==> src/rtl/pattern_load_ctrl.sv <==
// Purpose : loads a selected Life pattern into the cell grid, then paces generation steps.
// Latency : first cell write one cycle after load_req; gen_start TICK_DIV cycles into RUN.
// Backpressure: none; WAIT_GEN stalls stepping until gen_done, and load_req is dropped there.
//
// Ports:
//   clk, reset_n        : clock, synchronous active-low reset
//   sel_in, load_req    : pattern switches and load pulse
//   run_toggle          : run/pause toggle pulse
//   pat_bit             : combinational ROM bit for (pat_sel, cell_addr)
//   gen_done            : generation-finished pulse from the evolution engine
//   pat_sel             : latched pattern select driving the ROM
//   cell_addr/_wdata/_we: row-major grid write port (wdata gated by we)
//   gen_start           : one-cycle request for a single generation
//   busy, running       : status (LOAD/WAIT_GEN, RUN/WAIT_GEN)
//   gen_count           : generations completed since the last load
//
// Build option: define PATTERN_AUTORUN_EN to start stepping automatically
// once the last cell of a pattern has been written.
module pattern_load_ctrl #(
  parameter int ROWS     = 16,
  parameter int COLS     = 16,
  parameter int TICK_DIV = 25000000
) (
  input  logic                            clk,
  input  logic                            reset_n,
  input  logic [1:0]                      sel_in,
  input  logic                            load_req,
  input  logic                            run_toggle,
  input  logic                            pat_bit,
  input  logic                            gen_done,
  output logic [1:0]                      pat_sel,
  output logic [$clog2(ROWS*COLS)-1:0]    cell_addr,
  output logic                            cell_wdata,
  output logic                            cell_we,
  output logic                            gen_start,
  output logic                            busy,
  output logic                            running,
  output logic [15:0]                     gen_count
);

  localparam int N  = ROWS * COLS;
  localparam int AW = $clog2(ROWS * COLS);
  localparam int TW = $clog2(TICK_DIV);

  localparam logic [2:0] S_IDLE     = 3'd0;
  localparam logic [2:0] S_LOAD     = 3'd1;
  localparam logic [2:0] S_PAUSED   = 3'd2;
  localparam logic [2:0] S_RUN      = 3'd3;
  localparam logic [2:0] S_WAIT_GEN = 3'd4;

  logic [2:0]    r_state;
  logic [2:0]    w_next;
  logic [1:0]    r_pat_sel;
  logic [AW-1:0] r_addr;
  logic          r_we;
  logic          r_gen_start;
  logic          r_busy;
  logic          r_running;
  logic          r_pause_pending;
  logic [15:0]   r_gen_count;
  logic [TW-1:0] r_tick;

  logic          w_last_cell;
  logic          w_tick_done;
  logic          w_start_load;

  assign w_last_cell  = (r_addr == AW'(N - 1));
  assign w_tick_done  = (r_tick == TW'(TICK_DIV - 1));
  assign w_start_load = (w_next == S_LOAD) && (r_state != S_LOAD);

  // Next-state decision. Within PAUSED/RUN a load request outranks a toggle,
  // and in RUN a toggle outranks tick expiry.
  always_comb begin
    w_next = r_state;
    case (r_state)
      S_IDLE: begin
        if (load_req) w_next = S_LOAD;
      end
      S_LOAD: begin
        if (w_last_cell) begin
`ifdef PATTERN_AUTORUN_EN
          w_next = S_RUN;
`else
          w_next = S_PAUSED;
`endif
        end
      end
      S_PAUSED: begin
        if (load_req)        w_next = S_LOAD;
        else if (run_toggle) w_next = S_RUN;
      end
      S_RUN: begin
        if (load_req)         w_next = S_LOAD;
        else if (run_toggle)  w_next = S_PAUSED;
        else if (w_tick_done) w_next = S_WAIT_GEN;
      end
      S_WAIT_GEN: begin
        // A toggle arriving with gen_done is folded in before deciding.
        if (gen_done) w_next = (r_pause_pending ^ run_toggle) ? S_PAUSED : S_RUN;
      end
      default: w_next = S_IDLE;
    endcase
  end

  always_ff @(posedge clk) begin
    if (!reset_n) begin
      r_state         <= S_IDLE;
      r_pat_sel       <= 2'd0;
      r_addr          <= '0;
      r_we            <= 1'b0;
      r_gen_start     <= 1'b0;
      r_busy          <= 1'b0;
      r_running       <= 1'b0;
      r_pause_pending <= 1'b0;
      r_gen_count     <= 16'd0;
      r_tick          <= '0;
    end else begin
      r_state     <= w_next;
      // Status outputs are registered from the next state so they line up
      // with the cycle the state is actually occupied.
      r_we        <= (w_next == S_LOAD);
      r_busy      <= (w_next == S_LOAD) || (w_next == S_WAIT_GEN);
      r_running   <= (w_next == S_RUN)  || (w_next == S_WAIT_GEN);
      r_gen_start <= (r_state == S_RUN) && (w_next == S_WAIT_GEN);

      if (w_start_load) begin
        r_pat_sel <= sel_in;
        r_addr    <= '0;
      end else if ((r_state == S_LOAD) && !w_last_cell) begin
        r_addr    <= r_addr + AW'(1);
      end

      if ((r_state == S_LOAD) && w_last_cell) begin
        r_gen_count <= 16'd0;
      end else if ((r_state == S_WAIT_GEN) && gen_done) begin
        r_gen_count <= r_gen_count + 16'd1;
      end

      // Tick restarts on every entry into RUN; it is held when RUN is left
      // for PAUSED and cleared when a generation is requested.
      if ((w_next == S_RUN) && (r_state != S_RUN)) begin
        r_tick <= '0;
      end else if ((r_state == S_RUN) && (w_next == S_RUN)) begin
        r_tick <= r_tick + TW'(1);
      end else if ((r_state == S_RUN) && (w_next == S_WAIT_GEN)) begin
        r_tick <= '0;
      end

      if (r_state == S_WAIT_GEN) begin
        if (gen_done)        r_pause_pending <= 1'b0;
        else if (run_toggle) r_pause_pending <= ~r_pause_pending;
      end
    end
  end

  assign pat_sel    = r_pat_sel;
  assign cell_addr  = r_addr;
  assign cell_we    = r_we;
  assign cell_wdata = r_we & pat_bit;
  assign gen_start  = r_gen_start;
  assign busy       = r_busy;
  assign running    = r_running;
  assign gen_count  = r_gen_count;

endmodule

==> config.mk <==
export PLATFORM = sky130hd
export DESIGN_NAME = pattern_load_ctrl
export DESIGN_NICKNAME = d
export VERILOG_FILES = /design/src/rtl/pattern_load_ctrl.sv
export SDC_FILE = /design/constraint.sdc
export NUM_CORES = 1
export LEC_CHECK = 0
export BUFFER_PORTS_ARGS = -buffer_cell sky130_fd_sc_hd__buf_4
export CORE_UTILIZATION = 45
export CTS_CLUSTER_SIZE = 10
export DETAILED_ROUTE_END_ITERATION = 7
export GPL_ROUTABILITY_DRIVEN = 0
export GPL_TIMING_DRIVEN = 0
export SYNTH_ARGS = -nofsm -noshare
export SYNTH_HDL_FRONTEND = slang
export SYNTH_SLANG_ARGS = --single-unit
==> constraint.sdc <==
create_clock -name clk -period 3.3 [get_ports clk]
set_input_delay 0.825 -clock clk [delete_from_list [all_inputs] [get_ports clk]]
set_output_delay 0.825 -clock clk [all_outputs]
set_load 0.005 [all_outputs]
==> results of run 1 <==
-- where the power goes --
group / switching, mW / internal (mW)
combinational: 0.0375 / 0.0305
clock: 0.290 / 0.465
sequential: 0.00476 / 0.718
total: 0.332 / 1.21
-- registers in the layout (all words and copies together), names as in the netlist --
| register | cells |
|---|---|
| busy | 1 |
| cell_addr | 8 |
| cell_we | 1 |
| gen_count | 16 |
| gen_start | 1 |
| pat_sel | 2 |
| r_pause_pending | 1 |
| r_state | 3 |
| r_tick | 25 |
| running | 1 |
-- metrics by stage --
stage,total power [mW],worst slack (ns)
2_1_floorplan,0.781,0.978
3_3_place_gp,0.808,0.577
3_5_place_dp,0.808,0.545
4_1_cts,1.57,0.905
5_1_grt,1.61,0.810
6_report,1.55,0.873
-- per-layer routing --
layer  routed length (um)  up-vias  GRT usage  share of wire
li1                     -     1299          -              -
met1                 3190     1228      0.259           0.49
met2                 3050       43      0.308           0.46
met3                  228        8     0.0504          0.035
met4                  106        0     0.0786          0.016
met5                    0        -          0              0
-- area by class of cell --
type / count / area share
plain buffers: 10 / 0.0237
clock buffers: 12 / 0.0432
clock inverters: 4 / 0.0202
inverters: 3 / 0.00314
multi-input cells: 253 / 0.476
flip-flops and latches: 59 / 0.329
well taps: 77 / 0.0268
repair buffers: 37 / 0.0774
-- how the worst max path moves through the flow --
stage,to
after CTS,r_tick[22]$_SDFFE_PP0P_
after floorplan,r_tick[22]$_SDFFE_PP0P_
after global routing,r_tick[23]$_SDFFE_PP0P_
final,r_tick[22]$_SDFFE_PP0P_
after detailed placement,r_tick[22]$_SDFFE_PP0P_
after global placement,r_tick[22]$_SDFFE_PP0P_
-- cell families after synthesis --
logic type      after synthesis  synth area share
simple gates                167             0.300
flops                        59             0.395
compound gates               54             0.173
xor+xnor                     26            0.0762
buf+inv                      13            0.0323
mux                           3            0.0101
fa+ha+maj                     3            0.0126
-- worst register-to-register path: cells and delay by family, from the launching register on --
family | cells | cell delay [ns]
fa+ha+maj | 1 | 0.23
simple gates | 2 | 0.31
flops | 1 | 0.41
compound gates | 4 | 1.08
buf+inv | 1 | 0.22
-- cells in the final DEF (no fill, tap or decap), types with 8 or more instances in the layout --
cell	netlist	routed
xnor2_1	12	12
dfxtp_1	59	59
buf_4	0	37
xor2_1	14	14
a21oi_1	9	9
nand2_1	29	29
nor2_1	42	42
o21ai_0	8	8
clkbuf_8	0	11
nand4_1	14	14
nand3_1	21	21
a221o_1	15	15
and3_1	24	24
==> results.cfg, run 1 <==
[timing]
max_freq_ghz = 0.412
period_share = 0.735
finalSetupTns_ns = 0
whs_ns = 0.465
clock_skew_ns = 0.00593
rsz0062_at_grt = no
setup_viol = 0
worstMarginPinSlew_ns = 0.664
hold_viol = 0
slew_violations = 0
fin_crit_ns = 2.43
maxSlewHeadroom = 0.556

[finish]
final_cells = 455
drive_above_1_share = 0.198
final_cell_area_mm2 = 0.00359
diodes = 0
area_growth_pct = 20.2
utilization = 0.562
fill_cells = 603
multi_input_area_mm2 = 0.00171
final_nets = 384
seqCellArea_mm2 = 0.00118

[global_routing]
grt-ovfl-total = 0
antenna_found_initial = 0
grt_pass1_wl_um = 11000
grt_usage = 0.197
grt_max_degree = 11
grt_pass1_vias = 2299

[critical_path]
cp_top_family = compound AO/OA/AOI/OAI gates
worstSetupPathType = input pin to flip-flop
cpMaxStageDelayCell = nor3b_1
cp.depth = 7
critPathMaxStageDelay_ns = 0.55
path_cells = buf_4 > nor3b_1 > o31ai_4 > a22oi_4 > a21oi_4 > buf_6 > a221o_1
worstReg2RegEnd = r_tick[23]$_SDFFE_PP0P_
startpoint_type = input pin
reg2reg_from = cell_addr[0]$_SDFFE_PP0P_
startpoint = load_req
reg2reg_depth = 8
path_max_fanout = 10
required_ns = 3.53
crit_buf_inv = 2
cp-end-kind = flip-flop
worstPathArrival_ns = 2.66
r2r_slack_ns = 0.94

[cts]
cts_max_level = 3
cts_hold_buf = 0
cts_sinks = 59
cts_tree = yes
clockBufferDepth = 2
clk_latency_ns = 0.34
cts_resized = 0
cts_root_buf = clkbuf_8
clk_pin_slew_worst_paths_ns = 0.07
post_cts_buffers = 0
numCtsBuffers = 9

[yosys]
syn_avg_cell_area_um2 = 9.19
yosys.area.top_type = dfxtp_1
synth_cell_type_count = 50
synthArstFlopShare = 0
yosysMostFrequentCell = dfxtp_1
synthTopCellsByArea = dfxtp_1 (40%), nor2_1 (5.3%), a221o_1 (5.0%)
yosysSeqAreaShare = 0.395
syn_inst = 325
synth_top_area_share = 0.395
synthFlopType = dfxtp_1
syn-num-nets = 336
synth.cell_area_mm2 = 0.00299
synth-edff-count = 0
synth_warnings = 0
synthTopCellsByCount = dfxtp_1 (59), nor2_1 (42), nand2_1 (29)
ys_ff_latch = 59

[floorplan]
io-pin-count = 39
die_area_mm2 = 0.00697
die_w_um = 83.5
core_area_mm2 = 0.00639
rows = 29
start_util = 0.468
die_h_um = 83.5

[power_and_ir_drop]
power.leakage_nw = 1.44
ir_drop_uv = 304
p_per_area_mw_per_mm2 = 431

[placed_design]
io_buffers = 37
dp_hpwl_um = 4750
placed_cell_area_mm2 = 0.00336
placedCellCount = 439

[status]
status = finished, final reports clean

[detailed_routing]
vias = 2578
drtIter0Drc = 94
routed_wl_um = 6570
drt-vias-per-instance = 5.67
wl_per_cell_um = 14.4
ant_nets = 0
remaining_drc_errors = 0
first_pass_iters = 4

[job]
drv_cap = 0

[min_path]
worstHoldEndpoint = pat_sel[1]$_SDFFE_PN0P_
hold_path.class = flip-flop to flip-flop
whs_path_depth = 2
min_from = pat_sel[1]$_SDFFE_PN0P_
Power figures use the tool's default switching activity.
==> inputs of run 2 (changes only) <==
Settings changed: PLACE_DENSITY from default to 0.67.
Clock period 3.3 ns to 2.1 ns, I/O delays scaled along.
==> run 2 against run 1 <==
  * Die area stayed put
  * Highest routed layer unchanged
  * Worst setup slack worse by 0.89 ns
  * Critical path type is now flip-flop to flip-flop
  * Critical endpoint is now r_tick[19]$_SDFFE_PP0P_
  * The run now ends with negative setup slack left
  * Global-route usage is 1.2 points higher
  * Largest power group is now sequential cells
  * Critical path depth is 2 higher
==> results.cfg, run 2 (synthesis gave the netlist of run 1 again) <==
[status]
status = finished with violations
failed_checks = negative setup slack

[cts]
cts_sinks = 59
numCtsBuffers = 9
cts_root_buf = clkbuf_8
clk_pin_slew_worst_paths_ns = 0.07
clockBufferDepth = 2
cts_tree = yes
clk_latency_ns = 0.35
cts_max_level = 3

[detailed_routing]
first_pass_iters = 4
ant_nets = 0
remaining_drc_errors = 0
vias = 2664
routed_wl_um = 7200
drtIter0Drc = 124
drt-vias-per-instance = 5.63
wl_per_cell_um = 15.2

[critical_path]
startpoint = cell_addr[0]$_SDFFE_PP0P_
startpoint_type = flip-flop
cpMaxStageDelayCell = dfxtp_4
worstPathArrival_ns = 2.35
path_max_fanout = 5
required_ns = 2.33
path_cells = ha_4 > nand4_1 > o21a_4 > a221oi_4 > a221oi_4 > buf_6 > buf_6 > and3_1 > a221o_1
cp_top_family = compound AO/OA/AOI/OAI gates
critPathMaxStageDelay_ns = 0.39
reg2reg_from = cell_addr[0]$_SDFFE_PP0P_
crit_buf_inv = 2
worstSetupPathType = flip-flop to flip-flop
cp-end-kind = flip-flop

[finish]
area_growth_pct = 31.8
final_nets = 402
drive_above_1_share = 0.341
diodes = 0
largest_reg_flops = 25
layout_common_cells = buf_4 (51), nor2_1 (42), dfxtp_1 (39), nand2_1 (29), nand3_1 (20)
regMostFlops = r_tick
fill_cells = 554
final_common_cell = buf_4

[job]
drv_cap = 0

[power_and_ir_drop]
p_per_area_mw_per_mm2 = 565
p_total_mw = 2.22
power.leakage_nw = 1.54
ir_drop_uv = 337

[floorplan]
die_h_um = 83.5
io-pin-count = 39
start_util = 0.468
die_area_mm2 = 0.00697
core_area_mm2 = 0.00639
die_w_um = 83.5
rows = 29

[timing]
rsz0062_at_grt = yes
setup_ws_ns = -0.0142
setup_viol = 10
worstMarginPinSlew_ns = 0.490
maxSlewHeadroom = 0.670
clock_skew_ns = 0.0103
max_freq_ghz = 0.473
slew_violations = 0
finalSetupTns_ns = -0.0620
hold_viol = 0
period_share = 1.01
fin_crit_ns = 2.11

[global_routing]
antenna_found_initial = 0
grt_max_degree = 11
grt_pass1_wl_um = 11700
grt_usage = 0.208
grt_pass1_vias = 2553
grt-ovfl-total = 0

[min_path]
min_from = sel_in[1]
hold_path.class = input pin to flip-flop

[placed_design]
place_ws_ns = -0.271
dp_hpwl_um = 4430
io_buffers = 37
-- run 2: changes by cell type in the layout (fill, tap and decap cells not counted), sizes merged --
cell / before / now
buf: 45 / 62
bufinv: 2 / 0
clkbuf: 14 / 15
clkinv: 1 / 2
clkinvlp: 1 / 2
-- run 2: final cells by class --
| type | instances | area [um^2] | share of cell area |
|---|---|---|---|
| multi-input combinational | 253 | 1890 | 0.480 |
| sequential | 59 | 1220 | 0.309 |
| timing repair buffer | 56 | 455 | 0.116 |
| clock buffer | 12 | 155 | 0.0394 |
| tap | 77 | 96.3 | 0.0245 |
| buffer | 9 | 86.3 | 0.0219 |
| clock inverter | 4 | 25.0 | 0.00636 |
| inverter | 3 | 11.3 | 0.00286 |
-- run 2: power breakdown --
| group | leakage [nW] | switching (mW) | internal [mW] |
|---|---|---|---|
| logic | 0.968 | 0.0668 | 0.0672 |
| clock network | 0.0884 | 0.469 | 0.488 |
| registers | 0.487 | 0.00892 | 1.13 |
-- run 2: repair_timing --
item	CTS	global route
setup endpoints to repair	32	35
pin swaps	14	6
hold endpoints to repair	0	0
gates cloned	2	2
resized for setup	46	26
buffers inserted	10	5
hold buffers	0	0
-- run 2: final timing paths --
kind	endpoint	slack, ns	cells past startpoint
worst max-delay path	r_tick[19]$_SDFFE_PP0P_	-0.01	9
worst min-delay path	pat_sel[1]$_SDFFE_PN0P_	0.44	3
worst max register to register	r_tick[19]$_SDFFE_PP0P_	-0.01	9
worst min register to register	pat_sel[1]$_SDFFE_PN0P_	0.46	2
-- run 2: tightest hold or removal path: stages --
cell	delay (ns)
buf_4	0.11
nand2_1	0.05
mux2i_1	0.06
-- run 2: through the flow --
| stage | cells | area, um^2 | hold slack, ns | util |
|---|---|---|---|---|
| after floorplan | 325 | 2990 | 0.451 | - |
| after global placement | 439 | 3360 | 0.452 | 0.526 |
| after detailed placement | 439 | 3360 | 0.458 | 0.526 |
| after CTS | 466 | 3800 | 0.437 | 0.595 |
| after global routing | 473 | 3940 | 0.442 | 0.616 |
| final | 473 | 3940 | 0.438 | 0.616 |
-- run 2: layer usage --
| layer | GRT usage | up-vias | share of wire |
|---|---|---|---|
| met5 | 0 | - | 0 |
| met4 | 0.0755 | 0 | 0.019 |
| met3 | 0.0524 | 16 | 0.035 |
| met2 | 0.352 | 46 | 0.49 |
| met1 | 0.258 | 1261 | 0.46 |
| li1 | - | 1341 | - |
